**config.mk**
```make
export PLATFORM = sky130hd
export DESIGN_NAME = sysref_period_mon
export DESIGN_NICKNAME = d
export VERILOG_FILES = /design/src/rtl/sysref_period_mon.sv
export SDC_FILE = /design/constraint.sdc
export NUM_CORES = 1
export LEC_CHECK = 0
export BUFFER_PORTS_ARGS = -buffer_cell sky130_fd_sc_hd__buf_2
export CORE_MARGIN = 5
export CORE_UTILIZATION = 60
export CTS_CLUSTER_DIAMETER = 200
export DETAILED_ROUTE_END_ITERATION = 7
export HOLD_SLACK_MARGIN = 0.06
export PLACE_DENSITY = 0.9
export SLEW_MARGIN = 15
export SYNTH_ARGS = -nofsm -noshare
export SYNTH_HDL_FRONTEND = slang
export SYNTH_SLANG_ARGS = --single-unit
```
**constraint.sdc**
```tcl
create_clock -name aclk -period 5.6 [get_ports aclk]
set_clock_uncertainty 0.05 [all_clocks]
set_input_delay 0 -clock aclk [delete_from_list [all_inputs] [get_ports aclk]]
set_output_delay 0 -clock aclk [all_outputs]
set_load 0.02 [all_outputs]
```
**src/rtl/sysref_period_mon.sv**
```systemverilog
// SYSREF period/lock monitor: edge_o at SYNC_STAGES+1 cycles, period/lock/min/max one cycle later.
// No backpressure; SYSREF_PERIOD_MON_GATE_EN adds sysref_gated_o (edge_o delayed, passed only while locked).
module sysref_period_mon #(
  parameter int CNT_WIDTH   = 16,
  parameter int SYNC_STAGES = 2,
  parameter int LOCK_COUNT  = 4,
  parameter int TOLERANCE   = 0,
  parameter int ERR_WIDTH   = 8
) (
  input  logic                 aclk,
  input  logic                 aresetn,
  input  logic                 sysref_i,
  input  logic                 clear_i,
  output logic                 edge_o,
  output logic [CNT_WIDTH-1:0] period_o,
  output logic                 period_valid_o,
  output logic [CNT_WIDTH-1:0] min_o,
  output logic [CNT_WIDTH-1:0] max_o,
  output logic                 locked_o,
  output logic [ERR_WIDTH-1:0] err_count_o,
  output logic                 lost_o
`ifdef SYSREF_PERIOD_MON_GATE_EN
  ,
  output logic                 sysref_gated_o
`endif
);

  typedef enum logic [1:0] {S_IDLE, S_ACQ, S_LOCKED} state_t;

  localparam logic [CNT_WIDTH-1:0] CNT_MAX  = '1;
  localparam logic [CNT_WIDTH-1:0] CNT_ONE  = CNT_WIDTH'(1);
  localparam logic [CNT_WIDTH-1:0] CNT_LAST = CNT_MAX - CNT_ONE;
  localparam logic [CNT_WIDTH:0]   TOL      = (CNT_WIDTH+1)'(TOLERANCE);
  localparam logic [ERR_WIDTH-1:0] ERR_MAX  = '1;
  localparam logic [7:0]           LOCK_N   = 8'(LOCK_COUNT);

  logic w_s;

  generate
    if (SYNC_STAGES == 0) begin : g_nosync
      assign w_s = sysref_i;
    end else begin : g_sync
      logic [SYNC_STAGES-1:0] r_sync;
      always_ff @(posedge aclk or negedge aresetn) begin
        if (!aresetn) begin
          r_sync <= '0;
        end else begin
          r_sync[0] <= sysref_i;
          for (int i = 1; i < SYNC_STAGES; i++) begin
            r_sync[i] <= r_sync[i-1];
          end
        end
      end
      assign w_s = r_sync[SYNC_STAGES-1];
    end
  endgenerate

  logic                 r_s_prev;
  logic                 r_edge;
  logic [CNT_WIDTH-1:0] r_cnt;
  state_t               r_state;
  logic [7:0]           r_run;
  logic [CNT_WIDTH-1:0] r_prev;
  logic [CNT_WIDTH-1:0] r_period;
  logic                 r_pv;
  logic [CNT_WIDTH-1:0] r_min;
  logic [CNT_WIDTH-1:0] r_max;
  logic                 r_locked;
  logic [ERR_WIDTH-1:0] r_err;
  logic                 r_lost;

  always_ff @(posedge aclk or negedge aresetn) begin
    if (!aresetn) begin
      r_s_prev <= 1'b0;
      r_edge   <= 1'b0;
      r_cnt    <= '0;
    end else begin
      r_s_prev <= w_s;
      r_edge   <= w_s & ~r_s_prev;
      // Counter saturates so a dead SYSREF is seen as lost rather than wrapping.
      if (r_edge) begin
        r_cnt <= CNT_ONE;
      end else if (r_cnt != CNT_MAX) begin
        r_cnt <= r_cnt + CNT_ONE;
      end
    end
  end

  logic signed [CNT_WIDTH:0] w_diff;
  logic        [CNT_WIDTH:0] w_abs;
  logic                      w_have_prev;
  logic                      w_in_tol;

  assign w_diff      = $signed({1'b0, r_cnt}) - $signed({1'b0, r_prev});
  assign w_abs       = w_diff[CNT_WIDTH] ? $unsigned(-w_diff) : $unsigned(w_diff);
  assign w_have_prev = (r_state == S_LOCKED) || (r_run != 8'd0);
  assign w_in_tol    = w_have_prev && (w_abs <= TOL);

  state_t               w_state_nxt;
  logic [7:0]           w_run_nxt;
  logic [CNT_WIDTH-1:0] w_prev_nxt;
  logic [CNT_WIDTH-1:0] w_period_nxt;
  logic                 w_pv_nxt;
  logic [CNT_WIDTH-1:0] w_min_nxt;
  logic [CNT_WIDTH-1:0] w_max_nxt;
  logic                 w_locked_nxt;
  logic [ERR_WIDTH-1:0] w_err_nxt;
  logic                 w_lost_nxt;

  always_comb begin
    w_state_nxt  = r_state;
    w_run_nxt    = r_run;
    w_prev_nxt   = r_prev;
    w_period_nxt = r_period;
    w_pv_nxt     = 1'b0;
    w_min_nxt    = r_min;
    w_max_nxt    = r_max;
    w_locked_nxt = r_locked;
    w_err_nxt    = r_err;
    w_lost_nxt   = r_lost;
    if (clear_i) begin
      // A coincident edge still restarts the counter, so go straight to ACQ.
      w_min_nxt    = CNT_MAX;
      w_max_nxt    = '0;
      w_err_nxt    = '0;
      w_lost_nxt   = 1'b0;
      w_locked_nxt = 1'b0;
      w_run_nxt    = 8'd0;
      w_state_nxt  = r_edge ? S_ACQ : S_IDLE;
    end else if (r_edge) begin
      if (r_state == S_IDLE) begin
        w_state_nxt = S_ACQ;
        w_run_nxt   = 8'd0;
      end else begin
        w_period_nxt = r_cnt;
        w_pv_nxt     = 1'b1;
        w_prev_nxt   = r_cnt;
        if (r_cnt < r_min) w_min_nxt = r_cnt;
        if (r_cnt > r_max) w_max_nxt = r_cnt;
        if (r_state == S_LOCKED) begin
          if (!w_in_tol) begin
            if (r_err != ERR_MAX) w_err_nxt = r_err + ERR_WIDTH'(1);
            w_state_nxt  = S_ACQ;
            w_run_nxt    = 8'd1;
            w_locked_nxt = 1'b0;
          end
        end else begin
          w_run_nxt = w_in_tol ? (r_run + 8'd1) : 8'd1;
          if (w_run_nxt == LOCK_N) begin
            w_state_nxt  = S_LOCKED;
            w_locked_nxt = 1'b1;
          end
        end
      end
    end else if ((r_state != S_IDLE) && (r_cnt == CNT_LAST)) begin
      w_lost_nxt   = 1'b1;
      w_locked_nxt = 1'b0;
      w_state_nxt  = S_IDLE;
    end
  end

  always_ff @(posedge aclk or negedge aresetn) begin
    if (!aresetn) begin
      r_state  <= S_IDLE;
      r_run    <= 8'd0;
      r_prev   <= '0;
      r_period <= '0;
      r_pv     <= 1'b0;
      r_min    <= CNT_MAX;
      r_max    <= '0;
      r_locked <= 1'b0;
      r_err    <= '0;
      r_lost   <= 1'b0;
    end else begin
      r_state  <= w_state_nxt;
      r_run    <= w_run_nxt;
      r_prev   <= w_prev_nxt;
      r_period <= w_period_nxt;
      r_pv     <= w_pv_nxt;
      r_min    <= w_min_nxt;
      r_max    <= w_max_nxt;
      r_locked <= w_locked_nxt;
      r_err    <= w_err_nxt;
      r_lost   <= w_lost_nxt;
    end
  end

`ifdef SYSREF_PERIOD_MON_GATE_EN
  logic r_gated;
  always_ff @(posedge aclk or negedge aresetn) begin
    if (!aresetn) begin
      r_gated <= 1'b0;
    end else begin
      r_gated <= r_edge && !clear_i && (r_state != S_IDLE) && w_locked_nxt && w_in_tol;
    end
  end
  assign sysref_gated_o = r_gated;
`endif

  assign edge_o         = r_edge;
  assign period_o       = r_period;
  assign period_valid_o = r_pv;
  assign min_o          = r_min;
  assign max_o          = r_max;
  assign locked_o       = r_locked;
  assign err_count_o    = r_err;
  assign lost_o         = r_lost;

endmodule
```
======== Yosys cells after proc, flatten, opt, wreduce, memory -nomap -nowiden ========
Index checks and enable logic that the tools add are counted.
storage, ports and cells
  RAM bits ................................ 0
  output and inout bits ................... 60
  input bits .............................. 4
  bits in read-only memories .............. 0
  memories kept ........................... 0
  latch bits .............................. 0
  word-level logic and storage cells ...... 105
  flip-flop bits (word level) ............. 89
operators by class
  shift operators ......................... 0
  order comparisons ....................... 3
  divide/modulo/power cells ............... 0
  bitwise logic cells ..................... 4
  reductions and logical operators ........ 22
  mux-type cells .......................... 44
  eq/ne operators ......................... 14
  add/sub/neg operators ................... 5
  $mul .................................... 0
operators with widths
  cell                                                              count
  2-to-1 mux 16 bit                                                 10
  2-to-1 mux 8 bit                                                  12
  less-or-equal comparator 17 x 1 -> 1 bit (second input constant)  1
  2-to-1 mux 17 bit                                                 1
  negation 17 bit                                                   1
  subtractor 16 x 16 -> 17 bit                                      1
  adder 16 x 1 -> 16 bit (second input constant)                    1
  adder 8 x 1 -> 8 bit (second input constant)                      2
  equality test 16 bit (second input constant)                      1
  > comparator 16 bit                                               1
  less-than comparator 16 bit                                       1
  != test 16 bit (second input constant)                            1
  nonzero test 2 bit                                                8
  2-to-1 mux 1 bit                                                  14
  2-to-1 mux 2 bit                                                  7
  AND reduction 3 bit                                               4
  equality test 8 x 3 -> 1 bit (second input constant)              1
  != test 8 bit (second input constant)                             1
  nonzero test 8 bit                                                1
  != test 2 bit (second input constant)                             3
  != test 5 x 2 -> 1 bit (second input constant)                    1
  != test 5 x 4 -> 1 bit (second input constant)                    1
  AND reduction 5 bit                                               1
  != test 4 x 2 -> 1 bit (second input constant)                    1
  12 further kinds                                                  16

======== Depth between registers and ports, before layout ========
Gate-level depths: netlist of the first run.
  depth in word-level cells ............... 12
  mapped depth ............................ 16
  mapped depth without buffers ............ 14

======== Worst setup path before layout of the first run ========
Ideal clock, no wire load.
  path type ............................... register to register
  from .................................... register r_cnt[0]
  to ...................................... register r_run[4]
  library setup time ...................... 0.082 ns
  path buffers ............................ 2
  clock period less this slack ............ 4.489 ns
  slack ................................... 1.111 ns
  required time ........................... 5.468 ns
  stages on the path, launching flop included .. 17
  arrival ................................. 4.358 ns
  path through ............................ dfrtp_1 inv_1 ha_1 fa_1 nand2b_1 a211oi_1 nor3_2 xor2_1 nand3_2 o311a_1 or4_1 or4_4 a2111oi_4 buf_6 buf_6 nand3b_1 a31oi_1
between the ends
  longest elaborated chain between the ends .. 10
  elaborated cells on any way between the ends .. 12
RTL lines
  element                                       RTL line  source
  start: declaration                            60        logic [CNT_WIDTH-1:0] r_cnt;
  start signal: assignment                      84        r_cnt <= r_cnt + CNT_ONE;
  subtractor 16 x 16 -> 17 bit (*)              94        assign w_diff = $signed({1'b0, r_cnt}) - $signed({1'b0, r_prev});
  negation 17 bit                               95        assign w_abs = w_diff[CNT_WIDTH] ? $unsigned(-w_diff) : $unsigned(w_diff);
  2-to-1 mux 17 bit (*)                         95
  less-or-equal comparator 17 x 1 -> 1 bit (*)  97        assign w_in_tol = w_have_prev && (w_abs <= TOL);
  logical AND 1 bit (*)                         97
  2-to-1 mux 8 bit                              148       w_run_nxt = w_in_tol ? (r_run + 8'd1) : 8'd1;
  2-to-1 mux 8 bit                              140       if (r_state == S_LOCKED) begin
  2-to-1 mux 8 bit                              131       if (r_state == S_IDLE) begin
  2-to-1 mux 8 bit                              130       end else if (r_edge) begin
  2-to-1 mux 8 bit                              121       if (clear_i) begin
  end signal: assignment                        176       r_run <= w_run_nxt;
  end: declaration                              62        logic [7:0] r_run;
Every way passes the cells marked *; elsewhere a longest branch is shown, timed or not. The select of a mux whose other input is x is not followed.
A chain may end at the register's enable or synchronous reset.

======== Worst setup path in the final report of the first run ========
  from .................................... register r_cnt[0]
  to ...................................... register r_err[4], in the netlist err_count_o[4]
between the ends
  longest elaborated chain between the ends .. 7
RTL lines
  element                                       RTL line  source
  subtractor 16 x 16 -> 17 bit (*)              94
  negation 17 bit                               95
  2-to-1 mux 17 bit (*)                         95
  less-or-equal comparator 17 x 1 -> 1 bit (*)  97
  logical AND 1 bit (*)                         97
  != test 2 bit (no source line) (*)            --
  AND reduction 5 bit (no source line) (*)      --
  end signal: assignment                        183       r_err <= w_err_nxt;
  end: declaration                              69        logic [ERR_WIDTH-1:0] r_err;
Every way passes the cells marked *; elsewhere a longest branch is shown, timed or not.

==> metrics.txt, run 1 <==
Worst EP required 5760 ps; final slew viol count 0; final std cells w/o fill 911; slowest cell delay on critical path 650 ps; core area 0.01032 mm²; worst flop-to-flop path endpoint err_count_o[4]; Crit. End Element flip-flop; fill count 765; Final setup viols 0; GRT Residual Overflow 0; Fmax 191.8 MHz; VDD IR-drop max 0.0002364 V; Worst-Skew Late Latency 380 ps; ordered cell list for the critical path inv_1, ha_1, fa_1, nand2b_1, a211oi_1, nor3_2, xor2_1, nand3_2, o311a_1, or4_1, or4_4, a2111oi_4, buf_4, or4_1, a21oi_1; starting DRC count in detailed routing 449; cell count after synthesis 711; sequential area share after synthesis 35.28%; Mean Syn Cell Area 8.957 µm²; Area Growth Syn to Fin 10.55%; final hold viol count 0; Setup TNS 0 ps; most frequent cells in the layout dfrtp_1 (73), inv_1 (62), buf_2 (62), nor2_1 (56), ha_1 (52); Worst Path Buf+Inv 2; Post-Synth Simple-Gate Area 19.53%; mux cell area share after synthesis 3.183%; clock root cell clkbuf_8; Hold WC Path Type in2async; Tot GR Track Use 26.35%; flops & latches, synth 89; WP depth 15; DP HPWL 11,970 µm; WS Path Type reg2reg; # placed instances 893; Worst EP arrival 5370 ps; async set-reset flop share out of synthesis 100.0%; Slew HR 18.64%; dominant cells by area after synthesis dfrtp_1 (29%), ha_1 (10%), dfstp_2 (6.6%), inv_1 (3.7%), nor2_1 (3.4%); Synth warnings 0; post-synthesis cell type count 71; antenna violations before repair 0; Via Count 5,864; r2r setup slk 390 ps; n_diodes 0; R2R depth 15; Die W 113.0 µm; drt first pass iters 6; PwrDens 335.3 mW/mm²; vias in the first global route 5,791; Worst Tran Pin Value 1220 ps; DR WL/cell 18.05 µm; final worst path period share 93.08%; pin count of the biggest net entering global routing 90; layout cells sized above 1 16.39%; CP Launch Type flip-flop; # H-tree levels 3; clk sinks 89; Num CTS Buffers 9; Lkg Pwr 0.003337 µW; I/O Buffers 63; Initial Util 61.69%; CTS tree yes; GP Congestion 0.9176; clock buffer depth 2; die area 0.01277 mm²; post-cts resize count 0; first-pass GRT wire length 27,960 µm; Compound-Gate Fraction of Synth Area 22.20%; status completed; routed wire length 16,450 µm; Tot Pwr 2360 µW; delay-heaviest family, CP simple AND/OR/NAND/NOR gates; CP Max Fanout 13; DRC 0; Yosys top cell by area dfrtp_1; clock slew at reported path FFs 90 ps; Final nets 827; die height 113.0 µm; vias per cell 6.437; Site Rows 37; share of Yosys cell area claimed by the top area cell type 28.68%; antenna-violating nets left 0; Post-Synthesis Cell Area 0.006369 mm²; maxcap violations 0; xor/xnor share of the synthesized area 3.595%; most common cell after layout, fill and taps aside dfrtp_1; Syn Nets 768; RSZ-0062 raised after global routing no; Main synth FF type dfrtp_1; Top-Level Pins 64; Synth Area in Adders 10.53%; FF-to-FF Start r_cnt[0]; Hold WS 202.6 ps; largest family of logic cells by synthesized area compound AO/OA/AOI/OAI gates; number of synthesized flops with an enable pin 0; Final Util 68.20%; cell mode on critical path or4_1; Final min period 5213 ps; CP max-delay cell a2111oi_4
Yosys cell counts (4+ instances only):
library cell,n
and3_1,27
or4_1,7
nor3_1,16
nand3b_1,5
a211oi_1,12
xnor2_1,9
nand3_1,24
nand4_1,11
nand2_1,44
a311o_1,4
a21o_1,20
ha_1,52
dfrtp_1,73
dfstp_2,16
a21oi_1,39
or2_2,4
o2111ai_1,4
or3_1,10
a211o_1,18
clkbuf_1,19
nand2b_1,8
nor2_1,58
o21a_1,6
and2_1,5
o31ai_1,7
mux2i_1,18
xor2_1,14
nor4_1,6
a31oi_1,11
o211ai_1,4
inv_1,62
o21ai_1,4
buf_2,4
o21ai_0,35
kinds of logic after synthesis:
family | Yosys count
muxes | 20
adders and majority gates | 53
xor gates and xnor gates | 24
DFF | 89
AOI/OAI and AO/OA | 196
and+or+nand+nor | 240
buffers and inverters | 89
layout make-up:
class	count	area [µm²]	share of cell area, %
Timing Repair Buffer	75	416.7	5.918
Sequential cell	89	2247	31.92
Clock inverter	4	26.28	0.3732
Clock buffer	12	165.2	2.346
Tap cell	136	170.2	2.417
Inverter	62	232.7	3.305
Multi-Input combinational cell	533	3782	53.72
state kept, by name, summed over array words and instances (netlist names):
register / flops
max_o: 16
min_o: 16
period_o: 16
r_cnt: 16
err_count_o: 8
r_run: 8
g_sync.r_sync: 2
r_state: 2
edge_o: 1
locked_o: 1
lost_o: 1
period_valid_o: 1
r_s_prev: 1
report_power, final:
part / total, µW / switching, µW / internal [µW] / leakage [µW]
logic: 1150 / 725 / 429 / 0.00209
clock network: 430 / 233 / 197 / 0.0000984
registers: 776 / 68.1 / 708 / 0.00115
total: 2360 / 1030 / 1330 / 0.00334
timing repair:
action,in CTS,in global routing
hold buffers,2,0
endpoints found under the hold margin,74,0
endpoints found under the setup margin,0,0
setup buffers,0,0
per-stage QoR:
step	setup slack [ps]	instance area [µm²]
6_report	387.3	7041
5_1_grt	53.25	7041
4_1_cts	457.5	7034
3_5_place_dp	528.8	6823
3_3_place_gp	678.7	6823
2_1_floorplan	1111	6369
how the worst max path moves through the flow:
| stage | start | endpoint | slack (ps) |
|---|---|---|---|
| after floorplan | r_cnt[0] | r_run[4] | 1110 |
| after global placement | r_cnt[0] | err_count_o[6] | 680 |
| after detailed placement | r_cnt[0] | r_run[2] | 530 |
| after CTS | r_cnt[0] | err_count_o[2] | 460 |
| after global routing | r_cnt[0] | err_count_o[4] | 50 |
| final | r_cnt[0] | err_count_o[4] | 390 |
per-layer routing:
layer,GRT usage [%],vias up,routed length (µm)
met5,0,-,0
met4,11.78,0,539
met3,4.064,52,886
met2,44.19,231,8038
met1,33.66,2844,6984
li1,-,2737,-
Power figures use the tool's default switching activity.
==> run 2: changes to the inputs <==
--- a/config.mk
+++ b/config.mk
@@ -7,11 +7,11 @@
 export LEC_CHECK = 0
 export BUFFER_PORTS_ARGS = -buffer_cell sky130_fd_sc_hd__buf_2
 export CORE_MARGIN = 5
-export CORE_UTILIZATION = 60
+export CORE_UTILIZATION = 61
 export CTS_CLUSTER_DIAMETER = 200
 export DETAILED_ROUTE_END_ITERATION = 7
 export HOLD_SLACK_MARGIN = 0.06
-export PLACE_DENSITY = 0.9
+export PLACE_DENSITY = 0.91
 export SLEW_MARGIN = 15
 export SYNTH_ARGS = -nofsm -noshare
 export SYNTH_HDL_FRONTEND = slang
==> constraint.sdc (replaced) <==
create_clock -name aclk -period 6.1 [get_ports aclk]
set_clock_uncertainty 0.05 [all_clocks]
set_input_delay 0 -clock aclk [delete_from_list [all_inputs] [get_ports aclk]]
set_output_delay 0 -clock aclk [all_outputs]
set_load 0.02 [all_outputs]
==> run 2 against run 1 <==
- fmax fell by 0.72%
- highest routed layer unchanged
- die area is 1.5% lower
- routed wire length is 2.6% higher
- largest cell class unchanged
==> metrics.txt, run 2 (synthesis results as in run 1) <==
Area Growth Syn to Fin 11.32%; Lkg Pwr 0.003352 µW (+0.47%); Final min period 5251 ps (+37.90 ps); Die W 112.2 µm (-0.75%); Tot GR Track Use 26.94% (+0.58 points); CP Max Fanout 12 (-1); n_diodes 0 (unchanged); # H-tree levels 3 (unchanged); I/O Buffers 63 (unchanged); die area 0.01258 mm² (-1.5%); antenna-violating nets left 0 (unchanged); Initial Util 62.25% (+0.56 points); starting DRC count in detailed routing 594 (+32%); VDD IR-drop max 0.0002468 V (+4.4%); routed wire length 16,880 µm (+2.6%); vias in the first global route 5,832 (+0.71%); core area 0.01023 mm² (-0.90%); most frequent cells in the layout dfrtp_1 (73), buf_2 (63), inv_1 (62), nor2_1 (57), ha_1 (52); Hold WS 89.22 ps (-113.4 ps); Crit. End Element flip-flop; Num CTS Buffers 9 (unchanged); final std cells w/o fill 910 (-0.11%); maxcap violations 0 (unchanged); pin count of the biggest net entering global routing 63 (-30%); vias per cell 6.418 (-0.30%); Fmax 190.5 MHz (-0.72%); FF-to-FF Start r_cnt[0]; Slew HR 23.15% (+4.5 points); clk sinks 89 (unchanged); status completed; CTS tree yes; RSZ-0062 raised after global routing no; GP Congestion 0.9027 (-1.6%); GRT Residual Overflow 0 (unchanged); Worst-Skew Late Latency 370 ps (about the same); Top-Level Pins 64 (unchanged); Hold WC Path Type in2async; Via Count 5,840 (-0.41%); clock root cell clkbuf_8; Worst EP arrival 5450 ps (+80 ps); CP Launch Type flip-flop; most common cell after layout, fill and taps aside dfrtp_1; WS Path Type reg2reg; final slew viol count 0 (unchanged); clock slew at reported path FFs 90 ps (about the same); Final nets 826 (-0.12%); critical path startpoint r_cnt[0]; PwrDens 321.4 mW/mm² (-4.1%); antenna violations before repair 0 (unchanged); fill count 744 (-2.7%); Setup TNS 0 ps (unchanged); drt first pass iters 5 (-1); clock buffer depth 2 (unchanged); DR WL/cell 18.55 µm (+2.7%); Post-CTS Setup Bufs 0 (unchanged); DRC 0 (unchanged); # placed instances 890 (-0.34%); DP HPWL 11,870 µm (-0.82%); die height 112.2 µm (-0.75%); first-pass GRT wire length 28,270 µm (+1.1%); Final setup viols 0 (unchanged); Worst Tran Pin Value 1148 ps (-71.94 ps); final worst path period share 86.08% (-7.0 points); layout cells sized above 1 16.15% (-0.24 points); final hold viol count 0 (unchanged); Tot Pwr 2278 µW (-3.5%); Worst EP required 6300 ps (+540 ps); Final Util 69.29% (+1.1 points); Site Rows 37 (unchanged)
[run 2: critical path: stages (launching register included)]
cell       delay, ps
dfrtp_1          490
inv_1            160
ha_1             260
fa_1             380
nand2b_1         210
a211oi_1         330
nor3_2            90
xor2_1           380
nand3_2          230
o311a_1          390
or4_1            520
or4_4            500
a2111oi_4        610
nor3_1           150
mux2_1           360
[run 2: path summary, 6_finish.rpt]
kind / to / slack (ps) / depth (start not counted)
min: min_o[14] / 90 / 2
min in group aclk: lost_o / 200 / 2
min reg2reg: g_sync.r_sync[1] / 310 / 0
max in group asynchronous: r_run[6] / 5120 / 3
max reg2reg: err_count_o[6] / 850 / 14
max: err_count_o[6] / 850 / 14
[run 2: power by group]
group / internal (µW) / switching [µW]
Clock: 285 / 221
Combinational: 390 / 661
Sequential: 649 / 73.3
[run 2: layout make-up]
type / instances / area (µm²) / share of cell area [%]
multi-input combinational: 533 / 3780 / 53.32
sequential: 89 / 2247 / 31.70
timing repair buffer: 74 / 406.6 / 5.736
inverter: 62 / 232.7 / 3.283
tap: 136 / 170.2 / 2.400
clock buffer: 10 / 137.6 / 1.941
clock inverter: 6 / 115.1 / 1.624
[run 2: layer usage]
layer	routed length, µm	track usage (%)	up-vias
met5	0	0	-
met4	573	11.06	0
met3	1013	3.935	59
met2	8063	43.98	253
met1	7228	36.04	2793
li1	-	-	2735
[run 2: per-stage QoR]
step                      setup WS (ps)  cell area (µm²)
after floorplan                    1611             6369
after global placement             1120             6800
after detailed placement          962.2             6800
after CTS                         928.6             7083
after global routing              437.9             7089
final                             849.4             7089
[run 2: timing repair]
action / 4_1_cts / 5_1_grt
gates resized for setup: 0 / 0
hold buffers: 3 / 0
hold endpoints to repair: 28 / 0
